**src/rtl/wb_rr_arbiter.sv**
```systemverilog
// ---------------------------------------------------------------------------
// wb_rr_arbiter
//   Round-robin Wishbone arbiter. NUM_MANAGERS managers share one peripheral
//   bus. A manager keeps the grant for its whole bus cycle (CYC high), so
//   bursts and locked sequences are never split. There is one dead bus cycle
//   between owners. A watchdog ends a transfer that the peripheral never
//   acknowledges. The stalled manager then gets an ack carrying
//   TIMEOUT_DATA, so a hung peripheral cannot stall every other manager.
//
// Ports
//   wb_clk_i, wb_rst_i       clock, synchronous active-high reset
//   A_ADR_I/A_DAT_I/A_SEL_I  manager-side request fields, manager m at
//   A_WE_I/A_STB_I/A_CYC_I   slice [W*m +: W]
//   A_DAT_O/A_ACK_O          per-manager read data / ack
//   DAT_I/ACK_I              peripheral read data / ack
//   ADR_O..CYC_O             muxed peripheral-side request
//   grant_o                  one-hot current owner (debug)
//   timeout_o                one-cycle pulse when the watchdog fires
// ---------------------------------------------------------------------------
module wb_rr_arbiter #(
   parameter int          NUM_MANAGERS   = 2,
   parameter int          TIMEOUT_CYCLES = 255,
   parameter logic [31:0] TIMEOUT_DATA   = 32'hDEAD_BEEF
) (
   input  logic                        wb_clk_i,
   input  logic                        wb_rst_i,
   input  logic [32*NUM_MANAGERS-1:0]  A_ADR_I,
   input  logic [32*NUM_MANAGERS-1:0]  A_DAT_I,
   input  logic [4*NUM_MANAGERS-1:0]   A_SEL_I,
   input  logic [NUM_MANAGERS-1:0]     A_WE_I,
   input  logic [NUM_MANAGERS-1:0]     A_STB_I,
   input  logic [NUM_MANAGERS-1:0]     A_CYC_I,
   output logic [32*NUM_MANAGERS-1:0]  A_DAT_O,
   output logic [NUM_MANAGERS-1:0]     A_ACK_O,
   input  logic [31:0]                 DAT_I,
   input  logic                        ACK_I,
   output logic [31:0]                 ADR_O,
   output logic [31:0]                 DAT_O,
   output logic [3:0]                  SEL_O,
   output logic                        WE_O,
   output logic                        STB_O,
   output logic                        CYC_O,
   output logic [NUM_MANAGERS-1:0]     grant_o,
   output logic                        timeout_o
);

   localparam int PW = (NUM_MANAGERS > 1) ? $clog2(NUM_MANAGERS) : 1;
   localparam int CW = (TIMEOUT_CYCLES > 1) ? $clog2(TIMEOUT_CYCLES + 1) : 1;
   localparam logic [PW-1:0] LAST_IDX = PW'(NUM_MANAGERS - 1);
   // Counter value on the stalled cycle that completes the timeout window.
   localparam logic [CW-1:0] CNT_LAST = (TIMEOUT_CYCLES > 0) ? CW'(TIMEOUT_CYCLES - 1) : '0;
   localparam logic [CW-1:0] CNT_MAX  = {CW{1'b1}};

   typedef enum logic [1:0] {S_IDLE, S_GRANT, S_TMO} state_t;

   state_t                  state_q, state_d;
   logic [NUM_MANAGERS-1:0] grant_q, grant_d;
   // Last-grant pointer. It also selects the current owner while a grant is held.
   logic [PW-1:0]           ptr_q, ptr_d;
   logic [CW-1:0]           cnt_q, cnt_d;
   logic                    timeout_q, timeout_d;

   // Per-manager views of the packed request buses.
   logic [31:0] adr_m [NUM_MANAGERS];
   logic [31:0] wdat_m [NUM_MANAGERS];
   logic [3:0]  sel_m [NUM_MANAGERS];

   genvar gi;
   generate
      for (gi = 0; gi < NUM_MANAGERS; gi++) begin : g_mgr
         assign adr_m[gi]  = A_ADR_I[32*gi +: 32];
         assign wdat_m[gi] = A_DAT_I[32*gi +: 32];
         assign sel_m[gi]  = A_SEL_I[4*gi +: 4];

         // Only the owner ever sees ack/data. In TMO the owner gets the
         // synthetic ack and any late ACK_I is ignored.
         assign A_ACK_O[gi] = grant_q[gi] &
                              (((state_q == S_GRANT) & ACK_I) | (state_q == S_TMO));
         assign A_DAT_O[32*gi +: 32] = !grant_q[gi]         ? 32'h0 :
                                       (state_q == S_TMO)   ? TIMEOUT_DATA :
                                       (state_q == S_GRANT) ? DAT_I : 32'h0;
      end
   endgenerate

   // Round-robin pick: scan from ptr+N down to ptr+1. The last hit is the
   // nearest requester after the pointer, so it wins.
   logic          req_any;
   logic [PW-1:0] pick_idx;
   always_comb begin
      int idx;
      idx      = 0;
      req_any  = 1'b0;
      pick_idx = '0;
      for (int k = NUM_MANAGERS; k >= 1; k--) begin
         idx = (int'(ptr_q) + k) % NUM_MANAGERS;
         if (A_CYC_I[PW'(idx)]) begin
            pick_idx = PW'(idx);
            req_any  = 1'b1;
         end
      end
   end

   logic cyc_g;
   logic stb_g;
   logic stalled;
   assign cyc_g   = A_CYC_I[ptr_q];
   assign stb_g   = A_STB_I[ptr_q];
   assign stalled = (state_q == S_GRANT) & stb_g & ~ACK_I;

   always_comb begin
      state_d   = state_q;
      grant_d   = grant_q;
      ptr_d     = ptr_q;
      cnt_d     = cnt_q;
      timeout_d = 1'b0;
      case (state_q)
         S_IDLE: begin
            cnt_d = '0;
            if (req_any) begin
               state_d           = S_GRANT;
               grant_d           = '0;
               grant_d[pick_idx] = 1'b1;
               ptr_d             = pick_idx;
            end
         end
         S_GRANT: begin
            // The watchdog is checked before the CYC drop. A timeout on the
            // cycle CYC falls therefore still produces its TMO ack.
            if ((TIMEOUT_CYCLES != 0) && stalled && (cnt_q == CNT_LAST)) begin
               state_d   = S_TMO;
               cnt_d     = '0;
               timeout_d = 1'b1;
            end else if (!cyc_g) begin
               state_d = S_IDLE;
               grant_d = '0;
               cnt_d   = '0;
            end else if ((TIMEOUT_CYCLES != 0) && stalled) begin
               if (cnt_q != CNT_MAX) begin
                  cnt_d = cnt_q + 1'b1;
               end
            end else begin
               cnt_d = '0;
            end
         end
         S_TMO: begin
            cnt_d = '0;
            if (cyc_g) begin
               state_d = S_GRANT;
            end else begin
               state_d = S_IDLE;
               grant_d = '0;
            end
         end
         default: begin
            state_d = S_IDLE;
            grant_d = '0;
            cnt_d   = '0;
         end
      endcase
   end

   always_ff @(posedge wb_clk_i) begin
      if (wb_rst_i) begin
         state_q   <= S_IDLE;
         grant_q   <= '0;
         ptr_q     <= LAST_IDX;
         cnt_q     <= '0;
         timeout_q <= 1'b0;
      end else begin
         state_q   <= state_d;
         grant_q   <= grant_d;
         ptr_q     <= ptr_d;
         cnt_q     <= cnt_d;
         timeout_q <= timeout_d;
      end
   end

   // Bus mux: a live copy of the owner during GRANT and all zero otherwise.
   // In TMO the peripheral transfer is abandoned, so the bus is zero there too.
   always_comb begin
      ADR_O = 32'h0;
      DAT_O = 32'h0;
      SEL_O = 4'h0;
      WE_O  = 1'b0;
      STB_O = 1'b0;
      CYC_O = 1'b0;
      if (state_q == S_GRANT) begin
         ADR_O = adr_m[ptr_q];
         DAT_O = wdat_m[ptr_q];
         SEL_O = sel_m[ptr_q];
         WE_O  = A_WE_I[ptr_q];
         STB_O = stb_g;
         CYC_O = cyc_g;
      end
   end

   assign grant_o   = grant_q;
   assign timeout_o = timeout_q;

endmodule

```
**config.mk**
```make
export PLATFORM = sky130hd
export DESIGN_NAME = wb_rr_arbiter
export DESIGN_NICKNAME = d
export VERILOG_FILES = /design/src/rtl/wb_rr_arbiter.sv
export SDC_FILE = /design/constraint.sdc
export NUM_CORES = 1
export LEC_CHECK = 0
export BUFFER_PORTS_ARGS = -buffer_cell sky130_fd_sc_hd__buf_2
export CAP_MARGIN = 20
export CORE_AREA = 2 2 124 126
export CTS_CLUSTER_DIAMETER = 50
export DETAILED_ROUTE_END_ITERATION = 12
export DIE_AREA = 0 0 126 128
export RECOVER_POWER = 25
export SYNTH_ARGS = -nofsm -noshare
export SYNTH_HDL_FRONTEND = slang
export SYNTH_SLANG_ARGS = --single-unit
```
**constraint.sdc**
```tcl
create_clock -name wb_clk_i -period 2.2 [get_ports wb_clk_i]
set_input_delay 0.44 -clock wb_clk_i [delete_from_list [all_inputs] [get_ports wb_clk_i]]
set_output_delay 0.44 -clock wb_clk_i [all_outputs]
set_load 0.01 [all_outputs]
```
==> impl_metrics.toml <==
[outcome]
status = "finished clean"

[routing]
drt_pass1_iterations = 4
drtIter0Drc = 76
wl_per_cell_microns = 13.6
drc = 0
vias = 3465
drtAntennaViolNets = 0
wl_microns = 11400
vias_per_cell = 4.14

[critical_path]
path_buf_inv = 2
ff2ff_setup_slack_ps = 220
arrival_ps = 1630
crit_slowest_cell = "dfxtp_4"
r2r-start = "state_q[1]"
worstRegToRegCells = 7
crit_type = "reg -> out"
required_ps = 1760
cp_max_fo = 20
r2r-end = "state_q[0]"
critical_path.cell_chain = "buf_4, mux2i_1, nor2b_1, clkbuf_2"
cp-end-kind = "output pin"
crit_path_start_kind = "flop"
cpPeakStageDelay_ps = 550
cpLargestDelayFamily = "flip-flops"

[run]
cap_viol_max_count = 0

[die]
fp.dieArea_sq_um = 16100
start_util_pct = 17.4
die_h_microns = 128
die_w_microns = 126
core_area_sq_um = 14900
placementRows = 45
ios = 317

[yosys]
ys_ff_latch = 14
synth.top_cells.by_area = "nor2b_1, mux2i_1, dfxtp_1"
synth-edff-count = 0
synth.distinct_cells = 35
yosysMostFrequentCell = "nor2b_1"
yosys.area.top_type_share_pct = 29.1
yosys_warnings = 0
async_reset_ff_share_pct = 0
syn_area_per_cell_sq_um = 7.55
synth_fp_nets = 525
synth_cells = 342
synth_largest_area_cell = "nor2b_1"
synth_common_cells = "nor2b_1, mux2i_1, a21oi_1"
synth_ff_type = "dfxtp_1"
ys_seq_area_share_pct = 10.9
syn_area_sq_um = 2580

[timing]
finClkSkew_ps = 1.16
slew_headroom_pct = 70.1
rsz0062_at_grt = "false"
tightest_slew_ps = 448
timing.final.crit_share_pct = 94.2
finalHoldViolCount = 0
fin_ws_ps = 127
slew_violations = 0
finalSetupViolCount = 0
fin_setup_tns_ps = 0
layout_min_cycle_time_ps = 2070
fmax_ghz = 0.482

[power_and_ir_drop]
clkPwrFrac_pct = 19.5
ir_drop_mv = 0.270
p_sw_share_pct = 40.0
powerDensity_nw_per_um2 = 439
p_leak_nw = 2.69
p_switching_mw = 0.788
p_int_mw = 1.18
pwr-share-comb_pct = 65.3
pwr-share-seq_pct = 15.2

[clock_network]
clk_root_buffer_cell = "clkbuf_16"
htreeDepth = 1
clockBufferDepth = 2
tritoncts = "done"
numCtsBuffers = 3
cts_setup_buffers = 0
clock_latency_ps = 240
cts_hold_buf = 0
cts_sinks = 14
clkSlewWorstSetupHoldPaths_ps = 50

[place]
io_buffer_count = 316
placedCellCount = 832
place_congestion = 0.782
place_area_sq_um = 4430
post-dp-hpwl_microns = 9450
place_ws_ps = 170

[min_path]
min_path_cells = 2
min_to = "grant_o[1]"
hold_start = "wb_rst_i"
hold_path_class = "in -> reg"

[layout]
final_core_util_pct = 30.1
final_layout_size_suffix_gt1_share_pct = 50.8
fin_nets = 832
finish.instance_area_sq_um = 4480
layout.cells.non_filler = 836
area_growth_syn_to_layout_pct = 73.4
n_antenna_cell = 0

[grt]
grt_use_total_pct = 12.3
grt_overflow_total = 0
grt_pass1_vias = 3198
grt_pass1_wl_microns = 16400
grt_max_degree = 60
antenna_found_initial = 0
## sequential cells by signal, indices dropped and copies added (netlist names)
name       flops
state_q        2
cnt_q          8
grant_o        2
timeout_o      1
ptr_q          1
## placed cells by master (no fill, tap or decap), types with 3 or more instances in the layout
master / Yosys / layout
a21oi_1: 30 / 30
and2_1: 17 / 17
and3_1: 4 / 4
and3b_2: 1 / 3
buf_2: 10 / 294
buf_4: 0 / 10
clkbuf_1: 16 / 19
clkbuf_16: 0 / 3
clkbuf_2: 0 / 5
dfxtp_1: 14 / 13
ha_1: 6 / 4
inv_1: 6 / 6
mux2i_1: 70 / 70
nand2_1: 7 / 7
nand3_1: 3 / 3
nor2_1: 7 / 7
nor2b_1: 120 / 119
xnor2_1: 3 / 3
## layout make-up
type	instances	area (sq um)
multi-input combinational	294	2170
inverter	6	22.5
fill	1673	10400
sequential	14	284
timing repair buffer	330	1680
tap	188	235
clock buffer	4	88.8
## power by group through the flow
stage          logic [mW]  clock network [mW]  registers (mW)
3_3_place_gp         1.31                   0           0.308
5_1_grt              1.40               0.405           0.304
2_1_floorplan       0.775                   0           0.284
4_1_cts              1.32               0.392           0.303
3_5_place_dp         1.32                   0           0.309
6_report             1.28               0.384           0.299
## worst register-to-register path, delay by kind of cell, from the launching register on
kind                     cells  cell delay [ps]
AND/OR/NAND/NOR              2              480
buffers and inverters        2              360
flip-flops                   1              320
multiplexers                 1              310
adder cells (fa/ha/maj)      1              270
AO/OA/AOI/OAI                1              120
## how the worst max path moves through the flow
| stage | from | endpoint | slack (ps) | depth (start not counted) |
|---|---|---|---|---|
| after floorplan | state_q[1] | ADR_O[0] | 370 | 6 |
| after global placement | state_q[1] | cnt_q[1] | 240 | 7 |
| after detailed placement | state_q[1] | cnt_q[1] | 170 | 7 |
| after CTS | state_q[0] | A_DAT_O[46] | 70 | 5 |
| after global routing | state_q[1] | A_DAT_O[38] | 5 | 6 |
| final | ptr_q | DAT_O[1] | 130 | 4 |
## per-stage QoR
step | hold slack [ps] | power [mW]
2_1_floorplan | 501 | 1.06
3_3_place_gp | 523 | 1.62
3_5_place_dp | 533 | 1.62
4_1_cts | 530 | 2.02
5_1_grt | 560 | 2.11
6_report | 536 | 1.97
## routing by layer
metal	global-route usage (%)	routed length, microns	vias up
met2	23.1	5810	148
met4	0.776	13	0
met1	15.6	4730	1559
met5	0	0	-
li1	-	-	1756
met3	1.71	810	2
## logic make-up after synthesis
kind of cell    synth area share [%]
xor+xnor                        1.36
fa+ha+maj                       2.91
mux                             28.7
simple gates                    42.4
flops                           10.9
compound gates                  8.28
buf+inv                         5.43
## timing repair
item	4_1_cts	5_1_grt
gates cloned	0	0
resized for setup	2	3
endpoints found under the setup margin	9	11
Note: power is estimated with default switching activity, not from simulation.
